File: config.mk
export PLATFORM = sky130hd
export DESIGN_NAME = conv1d_mac_sequencer
export DESIGN_NICKNAME = d
export VERILOG_FILES = /design/src/rtl/conv1d_mac_sequencer.sv
export SDC_FILE = /design/constraint.sdc
export NUM_CORES = 1
export LEC_CHECK = 0
export BUFFER_PORTS_ARGS = -buffer_cell sky130_fd_sc_hd__buf_2
export CORE_ASPECT_RATIO = 0.9
export CORE_MARGIN = 2
export CORE_UTILIZATION = 40
export CTS_CLUSTER_DIAMETER = 200
export DETAILED_ROUTE_END_ITERATION = 10
export HOLD_SLACK_MARGIN = 0.02
export PLACE_DENSITY = 0.59
export SKIP_CTS_REPAIR_TIMING = 1
export SYNTH_ARGS = -nofsm -noshare
export SYNTH_HDL_FRONTEND = slang
export SYNTH_SLANG_ARGS = --single-unit
File: constraint.sdc
create_clock -name clk -period 10.95 [get_ports clk]
set_input_delay 3.285 -clock clk [delete_from_list [all_inputs] [get_ports clk]]
set_output_delay 3.285 -clock clk [all_outputs]
set_load 0.005 [all_outputs]
File: src/rtl/conv1d_mac_sequencer.sv
// Multi-cycle sequencer for the 8-tap 1D-conv MAC: one buffer read pair per cycle
// over the circular input window, int32 accumulate, result on a valid/ready handshake.
module conv1d_mac_sequencer #(
  parameter int unsigned KERNEL_LENGTH = 8,
  parameter int unsigned MAX_DEPTH     = 128,
  parameter int unsigned ADDR_W        = 10,
  parameter int unsigned BYTE_SIZE     = 8,
  parameter int unsigned INT32_SIZE    = 32
) (
  input  logic                             clk,
  input  logic                             reset,
  input  logic                             abort,
  input  logic [7:0]                       cfg_depth,
  input  logic [INT32_SIZE-1:0]            cfg_input_offset,
  input  logic [$clog2(KERNEL_LENGTH)-1:0] start_x,
  input  logic                             start_valid,
  output logic                             start_ready,
  output logic                             rd_en,
  output logic [ADDR_W-1:0]                kw_addr,
  output logic [ADDR_W-1:0]                in_addr,
  input  logic [BYTE_SIZE-1:0]             kw_data,
  input  logic [BYTE_SIZE-1:0]             in_data,
  output logic                             res_valid,
  input  logic                             res_ready,
  output logic [INT32_SIZE-1:0]            res_data,
  output logic [$clog2(KERNEL_LENGTH)-1:0] next_x,
  output logic                             busy
);

  localparam int unsigned XW = $clog2(KERNEL_LENGTH);
  localparam int unsigned DW = 8;
  localparam logic [DW-1:0] MAX_D   = DW'(MAX_DEPTH);
  localparam logic [XW-1:0] LAST_FX = XW'(KERNEL_LENGTH - 1);

  typedef enum logic [1:0] {
    S_IDLE,
    S_ISSUE,
    S_DRAIN,
    S_DONE
  } state_e;

  state_e                state_q, state_d;
  logic [DW-1:0]         depth_q, depth_d;
  logic [INT32_SIZE-1:0] offset_q, offset_d;
  logic [XW-1:0]         sx_q, sx_d;
  logic [XW-1:0]         fx_q, fx_d;
  logic [DW-1:0]         ch_q, ch_d;
  logic [INT32_SIZE-1:0] acc_q, acc_d;
  logic [XW-1:0]         next_x_q, next_x_d;
  logic                  rdv_q, rdv_d;

  logic [DW-1:0]         depth_clamped;
  logic                  last_ch;
  logic                  last_issue;
  logic [XW-1:0]         win_col;
  logic [INT32_SIZE-1:0] kw_ext;
  logic [INT32_SIZE-1:0] in_ext;
  logic [INT32_SIZE-1:0] term;

  assign depth_clamped = (cfg_depth > MAX_D) ? MAX_D : cfg_depth;
  assign last_ch       = (ch_q == (depth_q - DW'(1)));
  assign last_issue    = last_ch && (fx_q == LAST_FX);
  // Window column wraps naturally in XW bits because KERNEL_LENGTH is a power of two.
  assign win_col       = fx_q + sx_q;

  assign kw_ext = {{(INT32_SIZE-BYTE_SIZE){kw_data[BYTE_SIZE-1]}}, kw_data};
  assign in_ext = {{(INT32_SIZE-BYTE_SIZE){in_data[BYTE_SIZE-1]}}, in_data};
  assign term   = kw_ext * (in_ext + offset_q);

  always_ff @(posedge clk or negedge reset) begin
    if (!reset) begin
      state_q <= S_IDLE;
    end else begin
      state_q <= state_d;
    end
  end

  always_comb begin
    state_d = state_q;
    if (abort) begin
      state_d = S_IDLE;
    end else begin
      unique case (state_q)
        S_IDLE:  if (start_valid) state_d = (depth_clamped == '0) ? S_DONE : S_ISSUE;
        S_ISSUE: if (last_issue)  state_d = S_DRAIN;
        S_DRAIN: state_d = S_DONE;
        S_DONE:  if (res_ready)   state_d = S_IDLE;
        default: state_d = S_IDLE;
      endcase
    end
  end

  // rdv_q marks cycles where the buffers return a pair requested on the previous cycle.
  always_comb begin
    depth_d  = depth_q;
    offset_d = offset_q;
    sx_d     = sx_q;
    fx_d     = fx_q;
    ch_d     = ch_q;
    next_x_d = next_x_q;
    rdv_d    = (state_q == S_ISSUE) && !abort;
    acc_d    = rdv_q ? (acc_q + term) : acc_q;
    if (abort) begin
      acc_d = '0;
      fx_d  = '0;
      ch_d  = '0;
    end else begin
      unique case (state_q)
        S_IDLE: begin
          if (start_valid) begin
            depth_d  = depth_clamped;
            offset_d = cfg_input_offset;
            sx_d     = start_x;
            acc_d    = '0;
            fx_d     = '0;
            ch_d     = '0;
          end
        end
        S_ISSUE: begin
          if (last_ch) begin
            ch_d = '0;
            fx_d = fx_q + XW'(1);
          end else begin
            ch_d = ch_q + DW'(1);
          end
        end
        S_DONE: begin
          if (res_ready) next_x_d = sx_q + XW'(1);
        end
        default: ;
      endcase
    end
  end

  always_ff @(posedge clk or negedge reset) begin
    if (!reset) begin
      depth_q  <= '0;
      offset_q <= '0;
      sx_q     <= '0;
      fx_q     <= '0;
      ch_q     <= '0;
      acc_q    <= '0;
      next_x_q <= '0;
      rdv_q    <= 1'b0;
    end else begin
      depth_q  <= depth_d;
      offset_q <= offset_d;
      sx_q     <= sx_d;
      fx_q     <= fx_d;
      ch_q     <= ch_d;
      acc_q    <= acc_d;
      next_x_q <= next_x_d;
      rdv_q    <= rdv_d;
    end
  end

  always_comb begin
    start_ready = (state_q == S_IDLE);
    busy        = (state_q != S_IDLE);
    rd_en       = (state_q == S_ISSUE);
    res_valid   = (state_q == S_DONE);
    res_data    = acc_q;
    next_x      = next_x_q;
    kw_addr     = '0;
    in_addr     = '0;
    if (state_q == S_ISSUE) begin
      kw_addr = ADDR_W'(fx_q) * ADDR_W'(depth_q) + ADDR_W'(ch_q);
      in_addr = ADDR_W'(win_col) * ADDR_W'(depth_q) + ADDR_W'(ch_q);
    end
  end

endmodule

==> flow_summary.yaml, run 1 <==
placement:
  portBuffers: 122
  hpwlAfterDp_mm: 30.8
  gp_congestion: 0.865
  post-place-cells: 2182
grt:
  grt_pass1_wl_mm: 63.4
  grt-ovfl-total: 0
  antenna_found_initial: 1
  grt_max_degree: 49
  track_usage: 0.203
  grt_pass1_vias: 12000
routing:
  num_vias: 11400
  first_pass_iters: 5
  drt_iter0_markers: 608
  routed_wl_mm: 37.3
  drc_errors: 0
  wl_per_cell_um: 17.0
  vias_per_cell: 5.19
  ant_nets: 0
hold_path:
  holdCritStartpoint: "next_x[2]"
  holdPathStages: 2
  hold_class: "reg -> reg"
  min_to: "next_x[2]"
sta:
  drv_slew: 0
  finClkSkew_ns: 0.00892
  fin_crit_sh: 0.944
  tightest_slew_ns: 1.03
  max_freq_mhz: 96.7
  hold_violations: 0
  final-setup-viol-count: 0
  final.min_clock_period_ns: 10.34
  relSlewSlack: 0.314
die:
  core_area_sq_um: 36300
  ios: 123
  dieArea_sq_um: 38700
  die_height_um: 187
  start_util: 0.408
  std_cell_rows: 66
  die_w_um: 207
cts:
  clock_latency_ns: 0.38
  clk_pin_slew_ns: 0.07
  htree_levels: 3
  clock-sinks: 92
  cts_tree: "yes"
  root_buffer: "clkbuf_16"
  ctsLongestPathBuffers: 2
  cts_made_buffers: 9
yosys:
  ys_types: 63
  synth_area_sq_um: 14800
  synth-main-ff-cell: "dfrtp_1"
  ys_ff_latch: 92
  ys_warn_count: 0
  ys_seq_area_frac: 0.155
  synth_edf_count: 0
  synth_cells: 1597
  synth-async-reset-ratio: 1.00
  synth_area_per_cell_sq_um: 9.29
  syn_nets: 2010
critical_path:
  critPathMaxFanout: 8
  worstSetupStartpointType: "input port"
  cp_top_family: "compound AO/OA/AOI/OAI gates"
  worstSetupPathType: "in -> reg"
  reg2reg_to: "res_data[31]"
  reg2reg_from: "offset_q[1]"
  cp_num_buf_inv: 1
  ff2ff_setup_slack_ns: 3.24
  worstPathRequired_ns: 11.25
  crit_path_end_kind: "flop"
  crit_top_cell: "fa_1"
  arrival_ns: 10.64
  critPathMaxStageDelay_ns: 0.57
  rr_worst_depth: 28
  worst_path_max_delay_cell: "fa_1"
outcome:
  status: "finished, final reports clean"
final_layout:
  instances_no_fill: 2199
  num-fill-cells: 3651
  drive_above_1_share: 0.132
  nets: 2130
  area_growth_syn_to_layout_pct: 10.8
flow_run:
  drv_cap: 0
==> worst max path at each step <==
stage / startpoint / cells past startpoint / slack, ns / to
after floorplan: in_data[1] / 28 / 0.92 / res_data[31]
after global placement: in_data[1] / 29 / 0.25 / res_data[31]
after detailed placement: in_data[1] / 29 / 0.15 / res_data[31]
after CTS: in_data[1] / 29 / 0.52 / res_data[31]
after global routing: in_data[1] / 29 / -0.001 / res_data[31]
final: in_data[1] / 29 / 0.61 / res_data[31]
==> flip-flops by register name, summed over array words and instances (netlist names) <==
name,flops
next_x,3
depth_q,8
fx_q,3
rdv_q,1
res_data,32
sx_q,3
ch_q,8
offset_q,32
state_q,2
==> per-layer routing <==
layer / track usage / up-vias / part of all wire
li1: - / 5442 / -
met1: 0.284 / 5715 / 0.46
met2: 0.334 / 224 / 0.48
met3: 0.0342 / 28 / 0.048
met4: 0.0415 / 2 / 0.013
met5: 0 / - / 0.00035
==> cells in the mapped netlist, drive strengths merged (16+ instances only) <==
cell type,count,area (sq um)
mux2,39,439
and2,128,801
inv,192,721
a21oi,53,265
a21o,37,278
o21ai,63,315
nand2b,28,175
xnor2,56,490
clkbuf,49,184
ha,134,1680
nor2b,19,119
nand2,170,638
a211oi,17,133
dfrtp,92,2300
mux2i,22,220
xor2,30,270
fa,215,4300
nor2,101,379
nor3,16,80.1
==> cell usage in the layout (no fill, tap or decap), drive strengths merged, types with 3 or more instances in the layout <==
cell,count
fa,215
inv,193
nand2,170
buf,163
ha,134
and2,128
nor2,101
dfrtp,92
o21ai,63
xnor2,56
a21oi,53
mux2,39
a21o,37
xor2,30
nand2b,28
mux2i,22
nor2b,19
a211oi,17
nor3,16
o21a,15
nand3,13
and3,12
clkbuf,11
nand3b,8
o21bai,6
o31ai,6
nand4,6
o211ai,5
or3,5
o41ai,5
a21boi,5
a2111oi,4
nor4,4
a31oi,3
o31a,3
clkinv,3
==> through the flow <==
| step | utilization | TNS [ns] | cell area (sq um) | hold slack, ns | setup slack [ns] |
|---|---|---|---|---|---|
| floorplan | - | 0 | 14800 | 0.473 | 0.923 |
| global placement | 0.445 | 0 | 16200 | 0.464 | 0.249 |
| detailed placement | 0.445 | 0 | 16200 | 0.480 | 0.149 |
| CTS | 0.452 | 0 | 16400 | 0.496 | 0.524 |
| global route | 0.452 | -0.00112 | 16400 | 0.534 | -0.00112 |
| finish | 0.452 | 0 | 16400 | 0.494 | 0.612 |
==> tightest hold or removal path, delay by kind of cell (launching register included) <==
kind	cells	cell delay (ns)
flops	1	0.35
compound gates	1	0.06
simple gates	1	0.05
==> kinds of logic (layout without fill, tap and decap cells) <==
group / Yosys count / count (layout) / share of synthesized area
xor gates and xnor gates: 89 / 89 / 0.0559
DFF: 92 / 92 / 0.155
AOI/OAI and AO/OA: 242 / 242 / 0.107
other: 0 / 1 / 0
buffers and inverters: 247 / 372 / 0.0625
adders and majority gates: 349 / 349 / 0.403
and+or+nand+nor: 517 / 517 / 0.172
muxes: 61 / 61 / 0.0444
==> cell type report <==
class	instances	area (sq um)	area share
Antenna cell	1	2.50	0.000152
Clock buffer	11	233	0.0142
Clock inverter	5	37.5	0.00228
Inverter	193	724	0.0441
Multi-Input combinational cell	1258	11600	0.707
Sequential cell	92	2300	0.140
Tap cell	476	596	0.0362
Timing Repair Buffer	163	921	0.0560
Power of run 1 is not shown: default switching activity piles up to over one toggle a cycle in this logic, so the estimate is an artifact.
==> run 2: changes to the inputs <==
--- a/config.mk
+++ b/config.mk
@@ -5,9 +5,9 @@
 export SDC_FILE = /design/constraint.sdc
 export NUM_CORES = 1
 export LEC_CHECK = 0
+export ABC_AREA = 1
 export BUFFER_PORTS_ARGS = -buffer_cell sky130_fd_sc_hd__buf_2
 export CORE_ASPECT_RATIO = 0.9
-export CORE_MARGIN = 2
 export CORE_UTILIZATION = 40
 export CTS_CLUSTER_DIAMETER = 200
 export DETAILED_ROUTE_END_ITERATION = 10
==> run 2 against run 1 <==
Fmax rose by 6.3%. Largest cell class unchanged. Non-clock buffer count fell by 27. Worst setup slack improved by 0.61 ns. Synthesized area rose by 2.9%. Register-to-register slack improved by 0.65 ns. Synthesized cell count rose by 28%. Die area rose by 0.77%. Cell count rose by 19%.
==> flow_summary.yaml, run 2 <==
sta:
  max_freq_mhz: 103
  final.min_clock_period_ns: 9.73
  drv_slew: 0
  fin_crit_sh: 0.888
  relSlewSlack: 0.331
  setup-tns-final_ns: 0
  whs_ns: 0.478
  tightest_slew_ns: 0.997
  final-setup-viol-count: 0
  finClkSkew_ns: 0.0151
  hold_violations: 0
  rsz0062_at_grt: "no"
cts:
  clock_latency_ns: 0.38
  ctsLongestPathBuffers: 2
  clk_pin_slew_ns: 0.08
  htree_levels: 3
  cts_tree: "yes"
  root_buffer: "clkbuf_16"
  clock-sinks: 92
  cts_made_buffers: 9
flow_run:
  drv_cap: 0
yosys:
  ys_seq_area_frac: 0.151
  synth_cells: 2039
  synth_edf_count: 0
  synth_common_cells: "nand2_1, inv_1, nor2_1, fa_1, ha_1"
  synth_most_common_cell: "nand2_1"
  synth_area_sq_um: 15300
  synth_area_per_cell_sq_um: 7.49
  synth-main-ff-cell: "dfrtp_1"
  yosys.area.top_type_share: 0.282
  syn_nets: 2452
  ys_warn_count: 0
  ys_ff_latch: 92
  ys_types: 46
  synth-async-reset-ratio: 1.00
  synth_area_leaders: "fa_1, dfrtp_1, nand2_1"
  yosys.area.top_type: "fa_1"
die:
  std_cell_rows: 67
  die_w_um: 208
  start_util: 0.408
  ios: 123
  die_height_um: 187
  dieArea_sq_um: 39000
  core_area_sq_um: 37400
final_layout:
  most-common-layout-cells: "nand2_1, inv_1, nor2_1"
  nets: 2547
  antenna_cells: 0
  utilization: 0.446
  drive_above_1_share: 0.0865
  num-fill-cells: 3867
  final_common_cell: "nand2_1"
  area_growth_syn_to_layout_pct: 9.16
placement:
  hpwlAfterDp_mm: 35.6
  gp_congestion: 0.906
  portBuffers: 122
critical_path:
  worst_path_max_delay_cell: "fa_1"
  critPathMaxStageDelay_ns: 0.59
  worstSetupStartpointType: "input port"
  crit_path_end_kind: "flop"
  worstPathRequired_ns: 11.23
  worstSetupPathType: "in -> reg"
  critPathMaxFanout: 15
  arrival_ns: 10.01
  crit_top_cell: "nand2_1"
hold_path:
  hold_class: "reg -> reg"
routing:
  wl_per_cell_um: 16.3
  first_pass_iters: 5
  drt_iter0_markers: 903
  num_vias: 13100
  drc_errors: 0
  ant_nets: 0
  vias_per_cell: 5.00
  routed_wl_mm: 42.8
grt:
  grt_pass1_vias: 13100
  track_usage: 0.229
  grt_max_degree: 71
  grt_pass1_wl_mm: 70.2
  busiest_layer: "met2"
  grt-ovfl-total: 0
  met1_usage: 0.339
  antenna_found_initial: 0
  met2_usage: 0.345
  grt_use_met3: 0.0405
outcome:
  status: "finished, final reports clean"
-- run 2: final timing paths --
kind                              start      endpoint  slack (ns)  cells past startpoint
setup / recovery             in_data[7]  res_data[30]        1.22                     29
hold / removal             offset_q[21]  offset_q[21]        0.48                      2
setup reg to reg            offset_q[0]  res_data[30]        3.89                     32
hold reg to reg            offset_q[21]  offset_q[21]        0.48                      2
max in group asynchronous         reset  offset_q[16]        6.90                      2
min in group asynchronous         reset  res_data[13]        2.80                      1
-- run 2: cells by family after synthesis --
group | Yosys count | share of synthesized area
XOR/XNOR | 61 | 0.0350
multiplexers | 1 | 0.000738
buffers and inverters | 461 | 0.115
AND/OR/NAND/NOR | 853 | 0.226
AO/OA/AOI/OAI | 222 | 0.0807
flip-flops | 92 | 0.151
adder cells (fa/ha/maj) | 349 | 0.392
-- run 2: layer usage --
metal	vias up	wire, um
li1	6408	-
met1	6322	21300
met2	333	18400
met3	44	2280
met4	0	803
met5	-	0
-- run 2: final cells by class --
| class | count | area, sq um | share of cell area |
|---|---|---|---|
| repair buffers | 136 | 718 | 0.0431 |
| clock inverters | 7 | 67.6 | 0.00405 |
| clock buffers | 9 | 225 | 0.0135 |
| flip-flops and latches | 92 | 2300 | 0.138 |
| well taps | 483 | 604 | 0.0363 |
| inverters | 409 | 1540 | 0.0921 |
| multi-input cells | 1486 | 11200 | 0.673 |
-- run 2: per-stage QoR --
step	setup WS [ns]	instance area (sq um)	std cells
finish	1.22	16700	2622
global placement	0.881	16400	2606
CTS	1.26	16700	2622
global route	0.573	16700	2622
detailed placement	0.865	16400	2606
floorplan	2.06	15300	2039
-- run 2: worst max-delay path: cells and delay by family --
family	cells	cell delay, ns
AO/OA/AOI/OAI	5	0.84
XOR/XNOR	1	0.44
adder cells (fa/ha/maj)	7	2.91
buffers and inverters	5	0.87
AND/OR/NAND/NOR	11	1.64
Power of run 2 is left out for the same reason.
